<file path="src/rtl/sdram_cpu_bridge.sv">
// CPU byte strobes -> 16-bit toggle req/ack SDRAM port; hit 1 clk, miss 1+ack wait+DATA_DELAY clk, bus_busy stalls the CPU.
// Define SDRAM_BRIDGE_PREFETCH_EN for a second buffer entry filled by a background read of the next word.
module sdram_cpu_bridge #(
    parameter int DATA_DELAY = 5,
    parameter bit PORT_SEL   = 1'b0
) (
    input  logic        clk,
    input  logic        init_n,
    input  logic [23:0] bus_addr,
    input  logic        bus_rd_stb,
    input  logic        bus_wr_stb,
    input  logic [7:0]  bus_din,
    output logic [7:0]  bus_dout,
    output logic        bus_busy,
    output logic [22:0] sd_addr,
    output logic [15:0] sd_din,
    output logic [1:0]  sd_ds,
    output logic        sd_we,
    output logic        sd_req,
    input  logic        sd_req_ack,
    input  logic [15:0] sd_dout,
    output logic        sd_port
);

`ifdef SDRAM_BRIDGE_PREFETCH_EN
    typedef enum logic [2:0] {SYNC, IDLE, RD_ACK, RD_DATA, WR_ACK, PF_ACK, PF_DATA} state_t;
`else
    typedef enum logic [2:0] {SYNC, IDLE, RD_ACK, RD_DATA, WR_ACK} state_t;
`endif

    state_t      state;
    logic [15:0] buf_dat;
    logic [22:0] buf_tag;
    logic        buf_vld;
    logic [3:0]  cnt;
    logic        byte_sel;

    logic        acc_rd;
    logic        acc_wr;
    logic [23:0] acc_addr;
    logic [7:0]  acc_din;
    logic        hit_main;
    logic        ack_match;

`ifdef SDRAM_BRIDGE_PREFETCH_EN
    logic [15:0] pbuf_dat;
    logic [22:0] pbuf_tag;
    logic        pbuf_vld;
    logic        pend_vld;
    logic        pend_we;
    logic [23:0] pend_addr;
    logic [7:0]  pend_din;
    logic        hit_pf;
`endif

    function automatic logic [7:0] pick(input logic [15:0] w, input logic hi);
        return hi ? w[15:8] : w[7:0];
    endfunction

    assign sd_port   = PORT_SEL;
    assign ack_match = (sd_req_ack == sd_req);

    // A strobe parked during a prefetch is replayed from IDLE exactly like a fresh one.
    always_comb begin
        acc_addr = bus_addr;
        acc_din  = bus_din;
        acc_rd   = bus_rd_stb & ~bus_wr_stb & ~bus_busy;
        acc_wr   = bus_wr_stb & ~bus_busy;
`ifdef SDRAM_BRIDGE_PREFETCH_EN
        if (pend_vld) begin
            acc_addr = pend_addr;
            acc_din  = pend_din;
            acc_rd   = ~pend_we;
            acc_wr   = pend_we;
        end
        hit_pf = pbuf_vld && (pbuf_tag == acc_addr[23:1]);
`endif
        hit_main = buf_vld && (buf_tag == acc_addr[23:1]);
    end

    always_ff @(posedge clk or negedge init_n) begin
        if (!init_n) begin
            state    <= SYNC;
            bus_dout <= 8'd0;
            bus_busy <= 1'b1;
            sd_addr  <= 23'd0;
            sd_din   <= 16'd0;
            sd_ds    <= 2'b00;
            sd_we    <= 1'b0;
            sd_req   <= 1'b0;
            buf_dat  <= 16'd0;
            buf_tag  <= 23'd0;
            buf_vld  <= 1'b0;
            cnt      <= 4'd0;
            byte_sel <= 1'b0;
`ifdef SDRAM_BRIDGE_PREFETCH_EN
            pbuf_dat  <= 16'd0;
            pbuf_tag  <= 23'd0;
            pbuf_vld  <= 1'b0;
            pend_vld  <= 1'b0;
            pend_we   <= 1'b0;
            pend_addr <= 24'd0;
            pend_din  <= 8'd0;
`endif
        end else begin
            case (state)
                SYNC: begin
                    sd_req   <= sd_req_ack;
                    bus_busy <= 1'b0;
                    state    <= IDLE;
                end
                IDLE: begin
                    if (acc_wr) begin
                        sd_din   <= {acc_din, acc_din};
                        sd_ds    <= {acc_addr[0], ~acc_addr[0]};
                        sd_we    <= 1'b1;
                        sd_addr  <= acc_addr[23:1];
                        sd_req   <= ~sd_req;
                        bus_busy <= 1'b1;
                        state    <= WR_ACK;
                        if (hit_main) begin
                            if (acc_addr[0]) buf_dat[15:8] <= acc_din;
                            else             buf_dat[7:0]  <= acc_din;
                        end
`ifdef SDRAM_BRIDGE_PREFETCH_EN
                        if (hit_pf) begin
                            if (acc_addr[0]) pbuf_dat[15:8] <= acc_din;
                            else             pbuf_dat[7:0]  <= acc_din;
                        end
                        pend_vld <= 1'b0;
`endif
                    end else if (acc_rd) begin
                        if (hit_main) begin
                            bus_dout <= pick(buf_dat, acc_addr[0]);
                            bus_busy <= 1'b0;
`ifdef SDRAM_BRIDGE_PREFETCH_EN
                        end else if (hit_pf) begin
                            bus_dout <= pick(pbuf_dat, acc_addr[0]);
                            bus_busy <= 1'b0;
                            buf_dat  <= pbuf_dat;
                            buf_tag  <= pbuf_tag;
                            buf_vld  <= pbuf_vld;
                            pbuf_dat <= buf_dat;
                            pbuf_tag <= buf_tag;
                            pbuf_vld <= buf_vld;
`endif
                        end else begin
                            sd_addr  <= acc_addr[23:1];
                            sd_we    <= 1'b0;
                            sd_ds    <= 2'b11;
                            sd_req   <= ~sd_req;
                            bus_busy <= 1'b1;
                            byte_sel <= acc_addr[0];
                            state    <= RD_ACK;
                        end
`ifdef SDRAM_BRIDGE_PREFETCH_EN
                        pend_vld <= 1'b0;
`endif
                    end
                end
                RD_ACK: begin
                    if (ack_match) begin
                        cnt   <= 4'(DATA_DELAY - 1);
                        state <= RD_DATA;
                    end
                end
                RD_DATA: begin
                    if (cnt == 4'd0) begin
                        buf_dat  <= sd_dout;
                        buf_tag  <= sd_addr;
                        buf_vld  <= 1'b1;
                        bus_dout <= pick(sd_dout, byte_sel);
                        bus_busy <= 1'b0;
`ifdef SDRAM_BRIDGE_PREFETCH_EN
                        sd_addr  <= sd_addr + 23'd1;
                        sd_req   <= ~sd_req;
                        state    <= PF_ACK;
`else
                        state    <= IDLE;
`endif
                    end else begin
                        cnt <= cnt - 4'd1;
                    end
                end
                WR_ACK: begin
                    if (ack_match) begin
                        bus_busy <= 1'b0;
                        sd_we    <= 1'b0;
                        state    <= IDLE;
                    end
                end
`ifdef SDRAM_BRIDGE_PREFETCH_EN
                PF_ACK, PF_DATA: begin
                    // Main-buffer hits are served during the prefetch; anything else waits for it.
                    if (!pend_vld && (acc_rd || acc_wr)) begin
                        if (acc_rd && hit_main) begin
                            bus_dout <= pick(buf_dat, acc_addr[0]);
                        end else begin
                            pend_vld  <= 1'b1;
                            pend_we   <= acc_wr;
                            pend_addr <= bus_addr;
                            pend_din  <= bus_din;
                            bus_busy  <= 1'b1;
                        end
                    end
                    if (state == PF_ACK) begin
                        if (ack_match) begin
                            cnt   <= 4'(DATA_DELAY - 1);
                            state <= PF_DATA;
                        end
                    end else if (cnt == 4'd0) begin
                        pbuf_dat <= sd_dout;
                        pbuf_tag <= sd_addr;
                        pbuf_vld <= 1'b1;
                        state    <= IDLE;
                    end else begin
                        cnt <= cnt - 4'd1;
                    end
                end
`endif
                default: state <= SYNC;
            endcase
        end
    end

endmodule
</file>
<file path="config.mk">
export PLATFORM = sky130hd
export DESIGN_NAME = sdram_cpu_bridge
export DESIGN_NICKNAME = d
export VERILOG_FILES = /design/src/rtl/sdram_cpu_bridge.sv
export SDC_FILE = /design/constraint.sdc
export NUM_CORES = 1
export LEC_CHECK = 0
export ABC_AREA = 0
export BUFFER_PORTS_ARGS = -buffer_cell sky130_fd_sc_hd__buf_4
export CAP_MARGIN = 15
export CORE_ASPECT_RATIO = 0.9
export CORE_MARGIN = 1
export CORE_UTILIZATION = 40
export CTS_BUF_LIST = sky130_fd_sc_hd__clkbuf_4 sky130_fd_sc_hd__clkbuf_8
export CTS_CLUSTER_DIAMETER = 150
export DETAILED_ROUTE_END_ITERATION = 8
export PLACE_DENSITY = 0.75
export SYNTH_ARGS = -nofsm -noshare
export SYNTH_HDL_FRONTEND = slang
export SYNTH_SLANG_ARGS = --single-unit
</file>
<file path="constraint.sdc">
create_clock -name clk -period 2.1 [get_ports clk]
set_input_delay 0.21 -clock clk [delete_from_list [all_inputs] [get_ports clk]]
set_output_delay 0.21 -clock clk [all_outputs]
set_load 0.03 [all_outputs]
</file>
* After elaboration in Yosys (flattened, before gate mapping) *
Index checks and enable logic that the tools add are counted.

storage, ports and cells
  logic and storage cells = 107
  input port bits = 53
  output and inout bits = 53
  register bits after elaboration = 100

operators by class
  bitwise gates (word level) = 9
  eq/ne operators = 19
  reductions and logical operators = 21
  multiplexer cells = 43
  $add $sub $neg = 1

operators with widths
  operator                                                         count
  23-bit two-way mux                                               3
  8-bit two-way mux                                                8
  16-bit two-way mux                                               3
  16-bit one-hot mux with 2 select lines                           1
  23-bit == test                                                   1
  2-bit inequality test, second input constant                     11
  5-bit AND reduction                                              4
  3-bit two-way mux                                                6
  8-bit one-hot mux with 2 select lines                            1
  3-bit one-hot mux with 5 select lines                            1
  4-bit AND reduction                                              3
  1-bit two-way mux                                                11
  2-bit nonzero test                                               5
  3-bit AND reduction                                              3
  4-bit two-way mux                                                2
  4-bit one-hot mux with 2 select lines                            1
  3-bit by 2-bit == test with 1-bit output, second input constant  2
  2-bit two-way mux                                                3
  3-bit inequality test, second input constant                     2
  1-bit NOT                                                        6
  4-bit logical NOT                                                1
  1-bit one-hot mux with 2 select lines                            2
  1-bit one-hot mux with 4 select lines                            1
  2-bit AND reduction                                              2
  other kinds (8)                                                  10

* Logic depth before layout (Yosys ltp) *
  word-level depth = 6
  mapped depth = 8
  mapped depth without buffers = 7

* Least setup slack after synthesis *
OpenSTA, ideal clock, no wires.

  path type = reg-to-reg
  from = register buf_tag[19]
  to = register byte_sel
  setup time = 0.125 ns
  buffers on the path = 0
  data required time = 1.975 ns
  stages on the path, launching flop included = 6
  slack = 0.108 ns
  period minus slack after synthesis = 1.992 ns
  arrival = 1.867 ns
  cell sequence = dfrtp_1 -> xnor2_1 -> nand4_1 -> or4_4 -> o21ai_0 -> mux2_2

between the ends
  longest elaborated chain between the ends = 4

RTL lines
  item                           RTL line  source
  start, declared                33        logic [22:0] buf_tag;
  start signal, assigned         170       buf_tag <= sd_addr;
  23-bit == test                 78        hit_main = buf_vld && (buf_tag == acc_addr[23:1]);
  1-bit logical AND              78
  1-bit NOT (no line)            -
  4-bit AND reduction (no line)  -
  end signal, assigned           153       byte_sel <= acc_addr[0];
  end, declared                  36        logic byte_sel;

No other way between the ends.
A chain may end at the register's enable or synchronous reset.

* Worst setup path in the final report *
  from = register state[0]
  to = register bus_dout[7]

between the ends
  longest elaborated chain between the ends = 3
  elaborated cells between the ends (all ways) = 9
  those cells by class = eq/ne (6); mux (1); reduce/logical (2)

RTL lines
  item                                                                                                  RTL line  source
  start, declared                                                                                       31        state_t state;
  start signal, assigned                                                                                83        state <= SYNC;
  start signal, assigned                                                                                110       state <= IDLE;
  start signal, assigned                                                                                120       state <= WR_ACK;
  3-bit by 2-bit == test with 1-bit output or 3-bit by 1-bit == test with 1-bit output (tied branches)  106       case (state)
  2-bit inequality test (no line) or 2-bit nonzero test (tied branches)                                 -
  5-bit AND reduction (no line)                                                                         -
  end signal, assigned                                                                                  134       bus_dout <= pick(buf_dat, acc_addr[0]);
  end signal, assigned                                                                                  172       bus_dout <= pick(sd_dout, byte_sel);
  end, declared                                                                                         13        output logic [7:0] bus_dout,

Parallel ways exist; a longest one is shown, timed or not.

==> flow_summary.toml <==
[die]
core_area_um2 = 11700
boundaryPins = 106
die_h_um = 107
die_x_um = 119
initial_core_util = 0.420
die-area_um2 = 12700
rows = 37

[global_routing]
grt_max_degree = 44
antenna_found_initial = 0
track_usage = 0.205
grt_pass1_wl_mm = 20.6
grt-ovfl-total = 0
grt_pass1_vias = 4244

[layout]
areaGrowthSynthToFinish_pct = 28.0
diodes = 0
stdcell_area_um2 = 6270
drive_gt1_frac = 0.336
utilization = 0.537
final_nets = 677
nFillCells = 1082

[synthesis]
synth_edf_count = 0
syn-num-nets = 568
synth_top_flop_cell = "dfrtp_1"
syn_area_um2 = 4900
avgSynthCellArea_um2 = 9.53
syn_inst = 514
synth-seq-area-share = 0.470
ys_seq_elements = 92
ys_types = 50
yosys_warnings = 0
ys_async_sr_fraction = 1.00

[sta]
worst_clock_skew_ns = 0.00511
setup-violations-final = 0
clock.fmax_mhz = 485
worstMarginPinSlew_ns = 0.612
slew_headroom = 0.592
report.final.slew_viol_count = 0
rsz0062_at_grt = "true"
fin_crit_sh = 0.981
fin_crit_ns = 2.06
tns_ns = 0
hold_viol = 0

[routing]
vias = 4235
postRouteAntennaNets = 0
first_pass_iters = 5
viasPerCell = 5.40
drcViolationCount = 0
routed_wl_mm = 12.9
drt_iter0_drc = 257
wl_per_cell_um = 16.4

[power]
pwr-share-clk = 0.128
seq_power_share = 0.350
p_per_area_nw_per_um2 = 1530
ir_drop_mv = 0.688
p_total_mw = 9.58
p_leak_nw = 2.83
p_sw_mw = 4.17
power.internal_mw = 5.42
combPwrFrac = 0.522
switching_share = 0.435

[clocking]
clk_latency_ns = 0.37
path_clk_slew_ns = 0.09
tritoncts = "built"
cts.sinks = 92
htree_levels = 3
clk_path_buf_depth = 2
cts.root.buffer_cell = "clkbuf_8"
cts-buffers-inserted = 9

[worst_setup_path]
crit_type = "flop to flop"
max_stage_delay_ns = 0.55
critPathTopFamily = "simple AND/OR/NAND/NOR gates"
critPathMaxFanout = 8
cp-start-kind = "flop"
slowest_stage = "nor4b_2"
endpoint_kind = "flop"
crit_required_ns = 2.36
crit_path_cell_trace = "or3b_1, nor4b_2, a31oi_4, mux2_2"
crit_arrival_ns = 2.32
crit_buf_inv = 0

[placed_design]
place_area_um2 = 5900
gp_congestion = 0.865
dpl.hpwl_mm = 9.04
io_buffers = 104

[flow_run]
maxCapViolCount = 0

[outcome]
status = "finished clean"

[min_path]
hp-class = "input pin to flop"
-- registers in the layout, summed over array words and instances (netlist names) --
| signal | cells |
|---|---|
| buf_tag | 23 |
| bus_busy | 1 |
| sd_req | 1 |
| buf_vld | 1 |
| sd_din | 8 |
| bus_dout | 8 |
| buf_dat | 16 |
| sd_ds | 2 |
| byte_sel | 1 |
| state | 3 |
| sd_we | 1 |
| cnt | 4 |
| sd_addr | 23 |
-- power by group through the flow --
stage	sequential, mW	combinational [mW]	clock [mW]
6_report	3.35	5.00	1.23
3_5_place_dp	3.36	4.89	0
3_3_place_gp	3.29	4.74	0
2_1_floorplan	4.01	2.60	0
5_1_grt	3.47	5.42	1.32
4_1_cts	3.33	4.91	1.26
-- Yosys cell counts, drive strengths merged, types with 2 or more instances --
cell type	instances	area share
a21oi	12	0.012
dfrtp	91	0.46
nor2	15	0.012
nand4	11	0.014
mux2	33	0.076
buf	22	0.031
or3	2	0.0026
o41ai	2	0.0036
nor2b	32	0.041
nand2b	4	0.0051
a41oi	24	0.043
a211oi	10	0.015
clkbuf	16	0.012
nor3	2	0.0043
nor3b	2	0.0031
nand3	2	0.0020
nor4	2	0.0069
nand2	139	0.11
or2	2	0.0026
or3b	2	0.0036
mux2i	8	0.016
a31oi	4	0.0089
o21ai	32	0.034
inv	5	0.0038
xnor2	25	0.045
-- final timing paths --
check,depth (start not counted),from,slack (ns),end
hold / removal,2,bus_din[3],0.08,sd_din[11]
hold reg to reg,2,buf_tag[6],0.50,buf_tag[6]
setup reg to reg,4,state[0],0.04,bus_dout[7]
setup / recovery,4,state[0],0.04,bus_dout[7]
max in group asynchronous,3,init_n,1.01,buf_tag[8]
min in group asynchronous,2,init_n,0.40,sd_ds[1]
-- area by class of cell --
cell class | count | area [um^2] | area share
Sequential cell | 92 | 2300 | 0.367
Inverter | 5 | 18.8 | 0.00299
Multi-Input combinational cell | 379 | 2470 | 0.394
Clock inverter | 6 | 63.8 | 0.0102
Tap cell | 156 | 195 | 0.0311
Timing Repair Buffer | 136 | 1080 | 0.172
Clock buffer | 10 | 138 | 0.0220
-- routing by layer --
layer	share of wire	GRT usage	vias up
met5	0	0	-
met1	0.41	0.245	2084
li1	-	-	1987
met2	0.51	0.364	147
met3	0.070	0.0532	17
met4	0.011	0.0579	0
-- cells by family (layout without fill, tap and decap cells) --
kind of cell | Yosys count | count (layout) | synth area share
mux | 41 | 41 | 0.0922
other cells | 1 | 1 | 0.000766
simple gates | 220 | 220 | 0.214
flops | 92 | 92 | 0.470
xor+xnor | 26 | 26 | 0.0465
compound gates | 90 | 90 | 0.127
buf+inv | 43 | 157 | 0.0470
fa+ha+maj | 1 | 1 | 0.00255
-- stage by stage --
| step | hold slack [ns] | setup WS (ns) | cells |
|---|---|---|---|
| after detailed placement | 0.262 | -0.0189 | 762 |
| after global placement | 0.246 | 0.0362 | 762 |
| after floorplan | -0.0856 | 0.108 | 514 |
| after CTS | 0.0671 | 0.00353 | 779 |
| final | 0.0783 | 0.0400 | 784 |
| after global routing | 0.0624 | -0.0242 | 784 |
-- placed cells by master, fill, tap and decap left out, drive strengths merged, types with 12 or more instances in the layout --
cell / instances
a21oi: 12
a41oi: 24
buf: 134
dfrtp: 91
mux2: 33
nand2: 139
nor2: 15
nor2b: 32
o21ai: 32
xnor2: 25
-- timing repair --
item | 4_1_cts | 5_1_grt
resized for setup | 1 | 16
buffers inserted | 0 | 4
pin swaps | 0 | 2
endpoints found under the setup margin | 1 | 50
gates cloned | 0 | 1
hold buffers | 1 | 0
endpoints found under the hold margin | 39 | 0
No activity file was read; power rests on OpenSTA's default activity.
